==> config.mk <==
export PLATFORM = sky130hd
export DESIGN_NAME = sys_ctrl
export DESIGN_NICKNAME = d
export VERILOG_FILES = /design/src/rtl/sys_ctrl.sv
export SDC_FILE = /design/constraint.sdc
export NUM_CORES = 1
export LEC_CHECK = 0
export ABC_AREA = 1
export CORE_MARGIN = 1.5
export CORE_UTILIZATION = 53
export CTS_CLUSTER_DIAMETER = 200
export CTS_CLUSTER_SIZE = 24
export DETAILED_ROUTE_END_ITERATION = 10
export PLACE_DENSITY = 0.85
export SETUP_SLACK_MARGIN = 0.02
export SYNTH_ARGS = -nofsm -noshare
export SYNTH_HDL_FRONTEND = slang
export SYNTH_SLANG_ARGS = --single-unit
==> constraint.sdc <==
create_clock -name CLK -period 2.17 [get_ports CLK]
set_clock_uncertainty 0.05 [all_clocks]
set_input_delay 0.217 -clock CLK [delete_from_list [all_inputs] [get_ports CLK]]
set_output_delay 0.217 -clock CLK [all_outputs]
set_load 0.1 [all_outputs]
==> src/rtl/sys_ctrl.sv <==
// System-domain command controller: parses RX command frames, drives register-file
// and ALU strobes, and streams responses into the TX FIFO with full-flag backpressure.
module sys_ctrl #(
  parameter int DATA_WIDTH = 8,
  parameter int ADDR_WIDTH = 4,
  parameter int FUN_WIDTH  = 4
) (
  input  logic                      CLK,
  input  logic                      RST,
  input  logic [DATA_WIDTH-1:0]     rx_data,
  input  logic                      rx_valid,
  output logic [ADDR_WIDTH-1:0]     rf_addr,
  output logic [DATA_WIDTH-1:0]     rf_wr_data,
  output logic                      rf_wr_en,
  output logic                      rf_rd_en,
  input  logic [DATA_WIDTH-1:0]     rf_rd_data,
  input  logic                      rf_rd_valid,
  output logic [FUN_WIDTH-1:0]      alu_fun,
  output logic                      alu_en,
  output logic                      gate_en,
  input  logic [2*DATA_WIDTH-1:0]   alu_out,
  input  logic                      alu_out_valid,
  output logic [DATA_WIDTH-1:0]     tx_data,
  output logic                      tx_wr_en,
  input  logic                      tx_full,
  output logic                      frame_err
);

  localparam logic [DATA_WIDTH-1:0] OP_RF_WR  = DATA_WIDTH'(8'hAA);
  localparam logic [DATA_WIDTH-1:0] OP_RF_RD  = DATA_WIDTH'(8'hBB);
  localparam logic [DATA_WIDTH-1:0] OP_ALU_OP = DATA_WIDTH'(8'hCC);
  localparam logic [DATA_WIDTH-1:0] OP_ALU_NO = DATA_WIDTH'(8'hDD);

  typedef enum logic [3:0] {
    IDLE, WR_ADDR, WR_DATA, RD_ADDR, RD_WAIT, TX_RD,
    ALU_A, ALU_B, ALU_FUN, ALU_WAIT, TX_LSB, TX_MSB
  } state_t;

  state_t                    state, state_nxt;
  logic [ADDR_WIDTH-1:0]     addr_q, addr_nxt;
  logic [DATA_WIDTH-1:0]     rd_q, rd_nxt;
  logic [2*DATA_WIDTH-1:0]   res_q, res_nxt;

  logic [ADDR_WIDTH-1:0]     rf_addr_nxt;
  logic [DATA_WIDTH-1:0]     rf_wr_data_nxt, tx_data_nxt;
  logic [FUN_WIDTH-1:0]      alu_fun_nxt;
  logic                      rf_wr_en_nxt, rf_rd_en_nxt, alu_en_nxt;
  logic                      gate_en_nxt, tx_wr_en_nxt, frame_err_nxt;

  always_comb begin
    state_nxt      = state;
    addr_nxt       = addr_q;
    rd_nxt         = rd_q;
    res_nxt        = res_q;
    rf_addr_nxt    = rf_addr;
    rf_wr_data_nxt = rf_wr_data;
    alu_fun_nxt    = alu_fun;
    tx_data_nxt    = tx_data;
    rf_wr_en_nxt   = 1'b0;
    rf_rd_en_nxt   = 1'b0;
    alu_en_nxt     = 1'b0;
    tx_wr_en_nxt   = 1'b0;
    frame_err_nxt  = 1'b0;

    case (state)
      IDLE: if (rx_valid) begin
        case (rx_data)
          OP_RF_WR:  state_nxt = WR_ADDR;
          OP_RF_RD:  state_nxt = RD_ADDR;
          OP_ALU_OP: state_nxt = ALU_A;
          OP_ALU_NO: state_nxt = ALU_FUN;
          default:   frame_err_nxt = 1'b1;
        endcase
      end
      WR_ADDR: if (rx_valid) begin
        addr_nxt  = rx_data[ADDR_WIDTH-1:0];
        state_nxt = WR_DATA;
      end
      WR_DATA: if (rx_valid) begin
        rf_wr_en_nxt   = 1'b1;
        rf_addr_nxt    = addr_q;
        rf_wr_data_nxt = rx_data;
        state_nxt      = IDLE;
      end
      RD_ADDR: if (rx_valid) begin
        rf_rd_en_nxt = 1'b1;
        rf_addr_nxt  = rx_data[ADDR_WIDTH-1:0];
        state_nxt    = RD_WAIT;
      end
      ALU_A: if (rx_valid) begin
        rf_wr_en_nxt   = 1'b1;
        rf_addr_nxt    = '0;
        rf_wr_data_nxt = rx_data;
        state_nxt      = ALU_B;
      end
      ALU_B: if (rx_valid) begin
        rf_wr_en_nxt   = 1'b1;
        rf_addr_nxt    = ADDR_WIDTH'(1);
        rf_wr_data_nxt = rx_data;
        state_nxt      = ALU_FUN;
      end
      ALU_FUN: if (rx_valid) begin
        alu_en_nxt  = 1'b1;
        alu_fun_nxt = rx_data[FUN_WIDTH-1:0];
        state_nxt   = ALU_WAIT;
      end
      // Response-phase states: a stray RX byte is dropped and flagged, while
      // the pending read/ALU/TX handshake carries on independently.
      RD_WAIT: begin
        frame_err_nxt = rx_valid;
        if (rf_rd_valid) begin
          rd_nxt    = rf_rd_data;
          state_nxt = TX_RD;
        end
      end
      TX_RD: begin
        frame_err_nxt = rx_valid;
        if (!tx_full) begin
          tx_wr_en_nxt = 1'b1;
          tx_data_nxt  = rd_q;
          state_nxt    = IDLE;
        end
      end
      ALU_WAIT: begin
        frame_err_nxt = rx_valid;
        if (alu_out_valid) begin
          res_nxt   = alu_out;
          state_nxt = TX_LSB;
        end
      end
      TX_LSB: begin
        frame_err_nxt = rx_valid;
        if (!tx_full) begin
          tx_wr_en_nxt = 1'b1;
          tx_data_nxt  = res_q[DATA_WIDTH-1:0];
          state_nxt    = TX_MSB;
        end
      end
      TX_MSB: begin
        frame_err_nxt = rx_valid;
        if (!tx_full) begin
          tx_wr_en_nxt = 1'b1;
          tx_data_nxt  = res_q[2*DATA_WIDTH-1:DATA_WIDTH];
          state_nxt    = IDLE;
        end
      end
      default: state_nxt = IDLE;
    endcase

    // Registered from the next state so gate_en tracks ALU_FUN/ALU_WAIT exactly.
    gate_en_nxt = (state_nxt == ALU_FUN) || (state_nxt == ALU_WAIT);
  end

  always_ff @(posedge CLK or negedge RST) begin
    if (!RST) begin
      state      <= IDLE;
      addr_q     <= '0;
      rd_q       <= '0;
      res_q      <= '0;
      rf_addr    <= '0;
      rf_wr_data <= '0;
      rf_wr_en   <= 1'b0;
      rf_rd_en   <= 1'b0;
      alu_fun    <= '0;
      alu_en     <= 1'b0;
      gate_en    <= 1'b0;
      tx_data    <= '0;
      tx_wr_en   <= 1'b0;
      frame_err  <= 1'b0;
    end else begin
      state      <= state_nxt;
      addr_q     <= addr_nxt;
      rd_q       <= rd_nxt;
      res_q      <= res_nxt;
      rf_addr    <= rf_addr_nxt;
      rf_wr_data <= rf_wr_data_nxt;
      rf_wr_en   <= rf_wr_en_nxt;
      rf_rd_en   <= rf_rd_en_nxt;
      alu_fun    <= alu_fun_nxt;
      alu_en     <= alu_en_nxt;
      gate_en    <= gate_en_nxt;
      tx_data    <= tx_data_nxt;
      tx_wr_en   <= tx_wr_en_nxt;
      frame_err  <= frame_err_nxt;
    end
  end

endmodule

Yosys cells after proc, flatten, opt, wreduce, memory -nomap -nowiden:

Cells that the tools add are included.

* logic and storage cells: 85
* register bits: 62
* output and inout bits: 30

* equal/unequal tests: 24
* reduce and logical (&&, ||, !) cells: 16
* muxes and demuxes: 31

Operators with widths (count)
* 4-bit two-way mux: 15
* 4-bit case mux with 11 select lines: 1
* 8-bit equality test (second input constant): 4
* 4-bit case mux with 4 select lines: 2
* 4-bit equality test (second input constant): 6
* 8-bit two-way mux: 3
* 8-bit case mux with 3 select lines: 1
* 4-bit by 3-bit equality test with 1-bit output (second input constant): 4
* 2-bit != test (second input constant): 7
* 2-bit AND reduction: 5
* 4-bit by 2-bit equality test with 1-bit output (second input constant): 2
* 1-bit two-way mux: 8
* 3-bit OR reduction: 2
* 5-bit AND reduction: 1
* 5-bit OR reduction: 1
* 4-bit by 1-bit equality test with 1-bit output (second input constant): 1
* 4-bit zero test: 1
* 4-bit AND reduction: 1
* 4-bit nonzero test: 1
* 4-bit OR reduction: 1
* 3-bit nonzero test: 1
* 1-bit case mux with 2 select lines: 1
* 2-bit OR reduction: 1
* 1-bit logical OR: 1

Depth between registers and ports, before layout:

* depth after elaboration: 6
* depth in mapped cells: 9
* gate-level depth less buffers: 9

Least setup slack after synthesis:

Ideal clock, no wire load.

* kind: reg2reg
* start point: register state[3]
* end point: register rf_wr_data[5]
* path slack: 744 ps
* arrival time: 1247 ps
* period minus slack after synthesis: 1426 ps
* required time: 1991 ps
* buffers on the path: 1
* cell stages (with the launch flop): 8
* cells stage by stage: dfrtp_1 -> nor2_1 -> nand2_1 -> nand2_1 -> nand2_1 -> buf_2 -> nand2_1 -> o21ai_0

* longest elaborated chain between the ends: 3
* elaborated cells on any way between the ends: 5
* those cells by class: eq/ne: 3; reduce/logical: 2

RTL lines
* start, declared: RTL line 39 `state_t state, state_nxt;`
* start signal, assigned: RTL line 171 `state <= state_nxt;`
* 4-bit by 3-bit equality test with 1-bit output / 4-bit by 2-bit equality test with 1-bit output (equally long branches): RTL line 65 `case (state)`
* 3-bit OR reduction (no source line) (*)
* 2-bit AND reduction (no source line) (*)
* end signal, assigned: RTL line 176 `rf_wr_data <= rf_wr_data_nxt;`
* end, declared: RTL line 13 `output logic [DATA_WIDTH-1:0] rf_wr_data,`

Mark *: on every way between the ends. The rest lies on a longest branch, timed or not.
A chain may end at the register's enable or synchronous reset.

Worst setup path after layout:

* start point: register state[3]
* end point: register rf_addr[2]

* longest elaborated chain between the ends: 3
* elaborated cells on any way between the ends: 11
* those cells by class: eq/ne: 8; mux: 1; reduce/logical: 2

RTL lines
* 4-bit by 3-bit equality test with 1-bit output / 4-bit by 2-bit equality test with 1-bit output (equally long branches): RTL line 65
* 4-bit nonzero test (no source line) / 2-bit != test (equally long branches)
* 5-bit AND reduction (no source line)
* end signal, assigned: RTL line 175 `rf_addr <= rf_addr_nxt;`
* end, declared: RTL line 12 `output logic [ADDR_WIDTH-1:0] rf_addr,`

Parallel ways exist; a longest one is shown, timed or not.

==> qor.yml <==
die:
  ioPinCount: 68
  die-area_um2: 5800
  rows: 26
  die_x_um: 76.1
  die_h_um: 76.1
  start_util_pct: 55.2
  coreArea_um2: 5140
detailed_routing:
  firstDrtPassIters: 4
  vias: 2401
  drt-wirelength-per-cell_um: 14.8
  via_per_inst: 5.09
  drt-total-wl_um: 7000
  drc: 0
  ant_nets: 0
  first_iter_violations: 236
layout:
  areaGrowthSynthToFinish_pct: 33.3
  drive_above_1_share_pct: 20.4
  layout.cells.most_common: "nand2_1"
  antenna_cells: 0
  final_cell_mix: "nand2_1, dfrtp_1, clkdlybuf4s50_1"
  final_util_pct: 73.5
  fin_nets: 435
global_route:
  gr-usage-met1_pct: 33.7
  grt_start_max_net_pins: 36
  grt_pass1_wl_um: 11500
  gr-total-overflow: 0
  grt_pass1_vias: 2382
  grt_use_met3_pct: 5.03
  grt-busiest-layer: "met2"
  grt_util_met2_pct: 41.8
  antenna_found_initial: 0
  grt_usage_pct: 26.0
timing:
  fin_crit_ns: 1.77
  tightest_slew_ns: 0.648
  final.setup.worst_slack_ns: 0.404
  finalSetupTns_ns: 0
  setup_viol: 0
  slew_headroom_pct: 56.8
  rsz0062_at_grt: "no"
  min_period_over_period_pct: 81.4
  max_freq_ghz: 0.566
  slew_viol_final: 0
  timing.final.hold_violations: 0
power_and_ir_drop:
  powerDensity_nw_per_um2: 1510
  vdd_drop_max_v: 0.00114
  leakagePower_nw: 1.99
worst_setup_path:
  critical_path.top_delay_family: "simple AND/OR/NAND/NOR gates"
  startpoint: "state[3]"
  rrSetupSlack_ns: 0.40
  rr_worst_depth: 6
  endpoint: "rf_addr[2]"
  max_stage_delay_ns: 0.42
  timing.critical_path.arrival_ns: 1.94
  critPathRequiredTime_ns: 2.34
  rr_startpoint: "state[3]"
  endpoint_kind: "flop"
  reg2reg_to: "rf_addr[2]"
  path_cells: "nor2_1 > nand2_1 > nand3_1 > o21ai_0 > nand2_1 > o21ai_0"
  cp_num_buf_inv: 0
  crit_type: "flop to flop"
  crit_slowest_cell: "dfrtp_1"
  crit_cells: 6
  crit_fanout: 9
  worstSetupStartpointType: "flop"
logic_synthesis:
  syn_inst: 318
  syn_area_per_cell_um2: 8.92
  syn_area_um2: 2840
  yosysWarnings: 0
  yosysSeqAreaShare_pct: 54.7
  synth_fp_nets: 356
  ys_types: 17
  synth-seq-cells: 62
min_path:
  holdCritPathClass: "input pin to async pin"
clock_tree:
  clk_path_buf_depth: 2
  numCtsBuffers: 9
  clock_latency_ns: 0.34
  clock-sinks: 62
  cts_resized: 0
  clk_root_buffer_cell: "clkbuf_8"
  cts_max_level: 3
  clk_pin_slew_ns: 0.07
  cts_setup_buffers: 0
  cts_tree: "built"
job:
  maxCapViolCount: 0
outcome:
  status: "completed"
placed_design:
  dpl_worst_slack_ns: 0.409
  place_hpwl_um: 4890
  io_buffers: 67
  gp_congestion: 0.902
==> state kept, by name (all words and copies together) (netlist names), 4 cells and up <==
| register | cells |
|---|---|
| addr_q | 4 |
| alu_fun | 4 |
| res_q | 16 |
| rd_q | 8 |
| rf_wr_data | 8 |
| tx_data | 8 |
| rf_addr | 4 |
| state | 4 |
==> routing by layer <==
layer  up-vias  routed length (um)
li1       1188                   -
met1      1115                2970
met2        85                3430
met3        13                 438
met4         0                 164
met5         -                   0
==> final cells by class <==
class,instances,area (um^2)
Multi-Input combinational cell,224,1150
Sequential cell,62,1550
Fill cell,385,1360
Inverter,27,101
Clock inverter,7,113
Clock buffer,9,124
Tap cell,70,87.6
Timing Repair Buffer,73,651
==> worst min path at each step <==
stage               from            end  slack [ns]  cells past startpoint
floorplan            RST      addr_q[0]       -0.13                      0
global placement     RST  rf_wr_data[2]        0.22                      1
detailed placement   RST  rf_wr_data[2]        0.23                      1
CTS                  RST  rf_wr_data[0]        0.40                      2
global route         RST  rf_wr_data[1]        0.46                      2
finish               RST  rf_wr_data[0]        0.39                      2
==> metrics by stage <==
step | hold WS, ns | power, mW | cells | cell area [um^2]
final | 0.391 | 5.69 | 472 | 3780
after global routing | 0.456 | 5.95 | 472 | 3780
after CTS | 0.403 | 5.70 | 472 | 3780
after detailed placement | 0.228 | 4.47 | 455 | 3530
after global placement | 0.221 | 4.42 | 455 | 3530
after floorplan | -0.129 | 3.82 | 318 | 2840
==> synth_stat cells <==
master	n	area (um^2)
mux2_2	24	270
o21ai_0	32	160
nand2_1	105	394
o21a_1	1	7.51
nand2_2	2	12.5
nor3_1	5	25.0
inv_1	27	101
nand4_1	2	12.5
clkbuf_1	1	3.75
nor2_8	1	20.0
buf_2	3	15.0
nor2_4	3	33.8
dfrtp_1	62	1550
nor2_1	25	93.8
o211ai_1	1	7.51
nand3_1	23	115
buf_6	1	11.3
==> where the power goes <==
| group | internal [mW] | leakage [nW] | total [mW] | switching [mW] |
|---|---|---|---|---|
| Sequential | 1.55 | 0.824 | 1.78 | 0.226 |
| Combinational | 0.651 | 1.05 | 2.70 | 2.05 |
| Clock | 0.756 | 0.119 | 1.21 | 0.455 |
==> what timing repair did <==
| action | CTS | global route |
|---|---|---|
| hold buffers | 1 | 0 |
| setup endpoints to repair | 0 | 0 |
| endpoints found under the hold margin | 27 | 0 |
==> cell families after synthesis <==
group / Yosys count / share of synthesized area [%]
DFF: 62 / 54.7
and+or+nand+nor: 166 / 24.9
AOI/OAI and AO/OA: 34 / 6.18
muxes: 24 / 9.53
buffers and inverters: 32 / 4.63
Power figures use the tool's default switching activity.
